[src/rtl/imem_loader.sv]
// imem_loader: packs a UART byte stream MSB-first into instruction words and
// writes them to consecutive instruction-memory addresses starting at 0.
// The load ends on the halt word or after the last address has been written.
module imem_loader #(
    parameter int unsigned                NB_DATA    = 32,
    parameter int unsigned                NB_BYTE    = 8,
    parameter int unsigned                NB_ADDRESS = 4,
    parameter logic [NB_DATA-1:0]         HALT_WORD  = 32'hFFFF_FFFF
) (
    input  logic                    i_clk,
    input  logic                    i_reset,
    input  logic                    i_start,
    input  logic [NB_BYTE-1:0]      i_rx_data,
    input  logic                    i_rx_valid,
    output logic [NB_ADDRESS-1:0]   o_w_addr,
    output logic [NB_DATA-1:0]      o_w_data,
    output logic                    o_w_en,
    output logic                    o_busy,
    output logic                    o_done,
    output logic                    o_full,
    output logic [NB_ADDRESS:0]     o_word_count
);

    localparam int unsigned NB_CNT = 2;
    localparam int unsigned NB_WC  = NB_ADDRESS + 1;
    localparam logic [NB_ADDRESS-1:0] ADDR_LAST = {NB_ADDRESS{1'b1}};

    typedef enum logic [1:0] {
        IDLE = 2'd0,
        RECV = 2'd1,
        DONE = 2'd2
    } state_t;

    state_t                  state, state_nxt;
    logic [NB_CNT-1:0]       byte_cnt, byte_cnt_nxt;
    logic [NB_DATA-1:0]      asm_word, asm_word_nxt;
    logic [NB_ADDRESS-1:0]   addr, addr_nxt;
    logic [NB_WC-1:0]        word_count_nxt;
    logic                    full_nxt;
    logic                    w_en_nxt;
    logic [NB_ADDRESS-1:0]   w_addr_nxt;
    logic [NB_DATA-1:0]      w_data_nxt;
    logic [NB_DATA-1:0]      word_c;

    // State and datapath registers; every output is taken straight from a flop
    always_ff @(posedge i_clk) begin
        if (i_reset) begin
            state        <= IDLE;
            byte_cnt     <= '0;
            asm_word     <= '0;
            addr         <= '0;
            o_word_count <= '0;
            o_full       <= 1'b0;
            o_w_en       <= 1'b0;
            o_w_addr     <= '0;
            o_w_data     <= '0;
            o_busy       <= 1'b0;
            o_done       <= 1'b0;
        end else begin
            state        <= state_nxt;
            byte_cnt     <= byte_cnt_nxt;
            asm_word     <= asm_word_nxt;
            addr         <= addr_nxt;
            o_word_count <= word_count_nxt;
            o_full       <= full_nxt;
            o_w_en       <= w_en_nxt;
            o_w_addr     <= w_addr_nxt;
            o_w_data     <= w_data_nxt;
            o_busy       <= (state_nxt == RECV);
            o_done       <= (state_nxt == DONE);
        end
    end

    // Next-state, byte assembly and write-port generation
    always_comb begin
        state_nxt      = state;
        byte_cnt_nxt   = byte_cnt;
        asm_word_nxt   = asm_word;
        addr_nxt       = addr;
        word_count_nxt = o_word_count;
        full_nxt       = o_full;
        w_en_nxt       = 1'b0;
        w_addr_nxt     = o_w_addr;
        w_data_nxt     = o_w_data;
        word_c         = {asm_word[NB_DATA-NB_BYTE-1:0], i_rx_data};

        case (state)
            IDLE, DONE: begin
                if (i_start) begin
                    state_nxt      = RECV;
                    byte_cnt_nxt   = '0;
                    asm_word_nxt   = '0;
                    addr_nxt       = '0;
                    word_count_nxt = '0;
                    full_nxt       = 1'b0;
                end
            end
            RECV: begin
                if (i_start) begin
                    // restart drops the partial word and any byte in this cycle
                    byte_cnt_nxt   = '0;
                    asm_word_nxt   = '0;
                    addr_nxt       = '0;
                    word_count_nxt = '0;
                    full_nxt       = 1'b0;
                end else if (i_rx_valid) begin
                    asm_word_nxt = word_c;
                    byte_cnt_nxt = byte_cnt + NB_CNT'(1);
                    if (byte_cnt == {NB_CNT{1'b1}}) begin
                        w_en_nxt       = 1'b1;
                        w_addr_nxt     = addr;
                        w_data_nxt     = word_c;
                        addr_nxt       = addr + NB_ADDRESS'(1);
                        word_count_nxt = o_word_count + NB_WC'(1);
                        if (word_c == HALT_WORD) begin
                            state_nxt = DONE;
                        end else if (addr == ADDR_LAST) begin
                            state_nxt = DONE;
                            full_nxt  = 1'b1;
                        end
                    end
                end
            end
            default: state_nxt = IDLE;
        endcase
    end

endmodule

[config.mk]
export PLATFORM = sky130hd
export DESIGN_NAME = imem_loader
export DESIGN_NICKNAME = d
export VERILOG_FILES = /design/src/rtl/imem_loader.sv
export SDC_FILE = /design/constraint.sdc
export NUM_CORES = 1
export LEC_CHECK = 0
export ABC_AREA = 1
export CORE_ASPECT_RATIO = 2
export CORE_MARGIN = 2
export CORE_UTILIZATION = 51
export CTS_CLUSTER_DIAMETER = 60
export DETAILED_ROUTE_END_ITERATION = 12
export GPL_ROUTABILITY_DRIVEN = 1
export GPL_TIMING_DRIVEN = 0
export PLACE_DENSITY = 0.79
export SLEW_MARGIN = 20
export SYNTH_ARGS = -nofsm -noshare
export SYNTH_HDL_FRONTEND = slang
export SYNTH_SLANG_ARGS = --single-unit
export TNS_END_PERCENT = 5
[constraint.sdc]
create_clock -name i_clk -period 1.8 [get_ports i_clk]
set_input_delay 0.36 -clock i_clk [delete_from_list [all_inputs] [get_ports i_clk]]
set_output_delay 0.36 -clock i_clk [all_outputs]
set_load 0.02 [all_outputs]
=== Word-level counts from Yosys, hierarchy flattened ===
Index checks and enable logic that the tools add are counted.

* $add $sub $neg: 3
* Equal/unequal tests: 12
* Mux-type cells: 33
* Bitwise operators: 3
* Reduce and logical (&&, ||, !) cells: 8

{| class="wikitable"
|+ Operator list
! operator !! count
|-
| 24-bit two-way mux || 3
|-
| 24-bit one-hot mux with 2 select lines || 1
|-
| 32-bit == test, second input constant || 1
|-
| 5-bit two-way mux || 4
|-
| 2-bit two-way mux || 9
|-
| 4-bit two-way mux || 4
|-
| 3-bit inequality test, second input constant || 4
|-
| 5-bit one-hot mux with 2 select lines || 1
|-
| 2-bit one-hot mux with 2 select lines || 2
|-
| 4-bit one-hot mux with 2 select lines || 1
|-
| 4-bit AND reduction || 2
|-
| 1-bit two-way mux || 7
|-
| 2-bit == test, second input constant || 3
|-
| 6-bit AND reduction || 1
|-
| 5-bit by 1-bit adder with 5-bit output, second input constant || 1
|-
| 4-bit by 1-bit adder with 4-bit output, second input constant || 1
|-
| 2-bit by 1-bit == test with 1-bit output, second input constant || 2
|-
| 4-bit == test, second input constant || 1
|-
| 4-bit OR reduction || 1
|-
| 1-bit inverter || 3
|-
| 3-bit AND reduction || 1
|-
| 2-bit by 1-bit adder with 2-bit output, second input constant || 1
|-
| 2-bit zero test || 1
|-
| 2-bit inequality test, second input constant || 1
|-
| other kinds (3) || 3
|}

* Register bits after elaboration: 77
* Bits of input ports: 12
* Output and inout bits: 45
* Word-level logic and storage cells: 70

=== Depth between registers and ports, before layout ===
* Depth in word-level cells: 8
* Depth in mapped cells: 9
* Mapped depth without buffers: 9

=== Least setup slack after synthesis ===
OpenSTA, ideal clock, no wires.

* Path type: reg2reg
* Start: register byte_cnt[0]
* End: register o_w_data[12]
* Setup time: 0.128 ns
* Arrival: 1.170 ns
* Required time: 1.672 ns
* Setup slack: 0.501 ns
* Cell stages (with the launch flop): 8
* Buffers on the path: 1
* Clock period less this slack: 1.299 ns
* Cell sequence: dfxtp_1 ha_1 nand2_1 nor2_1 nand2_2 inv_2 clkbuf_1 a21oi_1

* Longest elaborated chain between the ends: 2

{| class="wikitable"
|+ RTL lines
! element !! RTL line !! source
|-
| from (decl) || 35 || <nowiki>logic [NB_CNT-1:0] byte_cnt, byte_cnt_nxt;</nowiki>
|-
| from (signal assigned) || 61 || <nowiki>byte_cnt <= byte_cnt_nxt;</nowiki>
|-
| 2-bit == test || 109 || <nowiki>if (byte_cnt == {NB_CNT{1'b1}}) begin</nowiki>
|-
| 4-bit AND reduction (no line) || n/a ||
|-
| to (signal assigned) || 68 || <nowiki>o_w_data <= w_data_nxt;</nowiki>
|-
| to (decl) || 16 || <nowiki>output logic [NB_DATA-1:0] o_w_data,</nowiki>
|}

No other way between the ends.
A chain may end at the register's enable or synchronous reset.

=== Final worst setup path ===
* Start: register o_word_count[0]
* End: output port o_word_count[0]

{| class="wikitable"
|+ RTL lines
! element !! RTL line !! source
|-
| from (decl) || 21 || <nowiki>output logic [NB_ADDRESS:0] o_word_count</nowiki>
|-
| from (signal assigned) || 64 || <nowiki>o_word_count <= word_count_nxt;</nowiki>
|}

No word-level cell between the ends.

==> impl_metrics.toml <==
[routing]
first_pass_iters = 7
drcViolationCount = 0
wl_um = 7590
vias = 2714
drtIter0Drc = 122
wire_per_inst_um = 14.9
viasPerCell = 5.31
postRouteAntennaNets = 0

[synth]
synth-edff-count = 0
synth_nets = 396
async_flop_share = 0
synthAdderAreaFrac = 0.0126
netlist_area_um2 = 2990
syn_inst = 381
yosys-top-cells-area = "dfxtp_1 (52%), a21oi_1 (10%), o21ai_0 (8.9%)"
synth_top_family_by_area = "compound AO/OA/AOI/OAI gates"
synth-seq-area-share = 0.516
synth_warnings = 0
synth-simple-area-share = 0.167
yosys_most_used_dff = "dfxtp_1"
netlist-cell-type-count = 27
syn_area_per_cell_um2 = 7.85
ys_seq_elements = 77
synth_top_area_frac = 0.516
synth.most_common_cell = "dfxtp_1"
muxShareOfSynthArea = 0
synth_compound_gate_area_share = 0.218
synthTopCellsByCount = "dfxtp_1 (77), a21oi_1 (60), nor2_1 (56)"
yosysTopAreaCell = "dfxtp_1"
synthXorXnorAreaFrac = 0.00293

[cts]
cts.sinks = 77
root_buffer = "clkbuf_16"
cts_buffers = 9
cts_setup_buffers = 0
ctsHoldBuffers = 0
clock_latency_ps = 330
postCtsResizedCells = 0
tritoncts = "yes"
htree_levels = 3
cts.path.max_buffers = 2
clk_pin_slew_ps = 50

[grt]
busiest_layer = "met2"
grt_pass1_vias = 2650
grt_max_degree = 12
antenna_found_initial = 0
grt.met2_usage = 0.466
grt_pass1_wl_um = 12400
use_met1 = 0.245
grt_usage = 0.251
grtUsageMet3 = 0.0588
grt_overflow_total = 0

[setup_path]
cp_slowest_stage_delay_ps = 620
slowest_stage = "clkdlybuf4s50_1"
r2r_end = "o_w_data[21]"
ff2ff_path_depth = 7
cp_num_cells = 1
cp.required_ps = 1440
critPathBufInv = 1
crit_path_end = "o_word_count[0]"
endpoint_kind = "primary output"
critPathKind = "flop to primary output"
path_cells = "clkdlybuf4s50_1"
worst_r2r_startpoint = "byte_cnt[0]"
critPathLaunch = "o_word_count[0]"
cp_top_family = "buffers and inverters"
start_kind = "flop"
ff2ff_setup_slack_ps = 200
arrival_ps = 1340
cp_max_fo = 5

[timing]
fin_setup_tns_ps = 0
finalSetupViolations = 0
slew_violations = 0
relSlewSlack = 0.659
hold_viol_final = 0
tightestPinTransition_ps = 512
rsz0062_at_grt = "false"
post-route-min-period_ps = 1700
final.period_utilization = 0.943
fmaxAchievable_mhz = 589
fin_worst_skew_ps = 4.29

[placed_design]
dp.cells = 497
portBuffers = 55
hpwlAfterDp_um = 5620
gp_congestion = 0.924

[hold_path]
hp-class = "flop to flop"
worst_hold_path.num_cells = 2

[run_status]
status = "completed"

[cells_and_area]
areaGrowthSynthToFinish_pct = 30.4
fin_nets = 462
fin_cells = 511
antennaDiodeCount = 0
drive_above_1_share = 0.0756
nFillCells = 459

[pwr]
p_per_area_nw_per_um2 = 988
vdd_ir_drop_max_mv = 0.909
power.leakage_nw = 1.52

[die]
start_util = 0.524
die_w_um = 58.1
die_y_um = 112
die_area_um2 = 6530
core.rowCount = 39
io-pin-count = 57
coreArea_um2 = 5710

[run]
max_cap_violations = 0
## state kept, by name (all words and copies together), names as in the netlist
register and flops:
byte_cnt 2, o_busy 1, o_w_addr 4, o_word_count 5, o_w_en 1, state 2
o_full 1, o_done 1, o_w_data 32, asm_word 24, addr 4
## cells by family (layout without fill, tap and decap cells)
family                   after synthesis  after routing
buffers and inverters                 57            126
AND/OR/NAND/NOR                      120            120
adder cells (fa/ha/maj)                3              3
AO/OA/AOI/OAI                        123            123
flip-flops                            77             77
XOR/XNOR                               1              1
## how the worst min path moves through the flow
stage | start | end
2_1_floorplan | asm_word[18] | asm_word[18]
3_3_place_gp | o_full | o_full
3_5_place_dp | o_w_data[3] | o_w_data[3]
4_1_cts | o_w_data[3] | o_w_data[3]
5_1_grt | o_w_data[3] | o_w_data[3]
6_report | o_w_data[3] | o_w_data[3]
## layout make-up
cell class,instances,area [µm²],area share
buffer,21,113,0.0289
clock buffer,12,246,0.0632
clock inverter,2,35.0,0.00899
inverter,36,140,0.0360
multi-input combinational,247,1190,0.307
sequential,77,1540,0.396
tap,61,76.3,0.0196
timing repair buffer,55,551,0.141
## worst register-to-register path, cell delays in order (launching register included)
cell and delay [ps]:
dfxtp_1 360, ha_1 150, nand2_1 60, nor2_1 150
nand2_2 140, inv_2 110, clkbuf_1 360, a21oi_1 150
## through the flow
step	instance area (µm²)	setup slack [ps]	power, mW	util	hold WS, ps
2_1_floorplan	2990	501	2.04	-	444
3_3_place_gp	3620	-168	2.14	0.633	455
3_5_place_dp	3620	-202	2.15	0.633	464
4_1_cts	3900	89.8	3.86	0.683	472
5_1_grt	3900	11.3	3.98	0.683	488
6_report	3900	102	3.85	0.683	473
## power breakdown
group	internal (mW)	switching, mW	leakage (nW)	total (mW)
Combinational	0.109	0.204	0.752	0.312
Sequential	1.77	0.0413	0.626	1.81
Clock	1.09	0.636	0.139	1.73
## metal layers
metal	share of wire	wire length (µm)	up-vias
li1	-	-	1372
met1	0.36	2750	1247
met4	0.030	228	0
met2	0.57	4310	79
met3	0.040	301	16
met5	0	0	-
## placed cells by master (no fill, tap or decap)
| cell type | synthesis | final |
|---|---|---|
| inv_2 | 1 | 1 |
| nand2_1 | 49 | 49 |
| nor2_1 | 56 | 56 |
| or2_0 | 1 | 1 |
| nand2_2 | 3 | 3 |
| buf_6 | 3 | 3 |
| o21ai_1 | 1 | 1 |
| nor3_1 | 2 | 2 |
| o211a_1 | 1 | 1 |
| o21ai_2 | 1 | 1 |
| a21oi_1 | 60 | 60 |
| o21ai_4 | 1 | 1 |
| clkdlybuf4s50_1 | 0 | 55 |
| clkbuf_8 | 0 | 1 |
| clkinv_2 | 0 | 1 |
| clkbuf_16 | 0 | 9 |
| nor3_4 | 1 | 1 |
| clkbuf_2 | 1 | 1 |
| inv_6 | 1 | 1 |
| xor2_1 | 1 | 1 |
| nand2_4 | 1 | 1 |
| buf_2 | 8 | 8 |
| nor2_4 | 1 | 1 |
| bufinv_16 | 0 | 1 |
| clkbuf_1 | 9 | 11 |
| dfxtp_1 | 77 | 77 |
| inv_1 | 34 | 34 |
| o21ai_0 | 53 | 53 |
| nand3_1 | 6 | 6 |
| ha_1 | 3 | 3 |
| a211oi_1 | 5 | 5 |
| o21a_1 | 1 | 1 |
No activity file was read; power rests on OpenSTA's default activity.
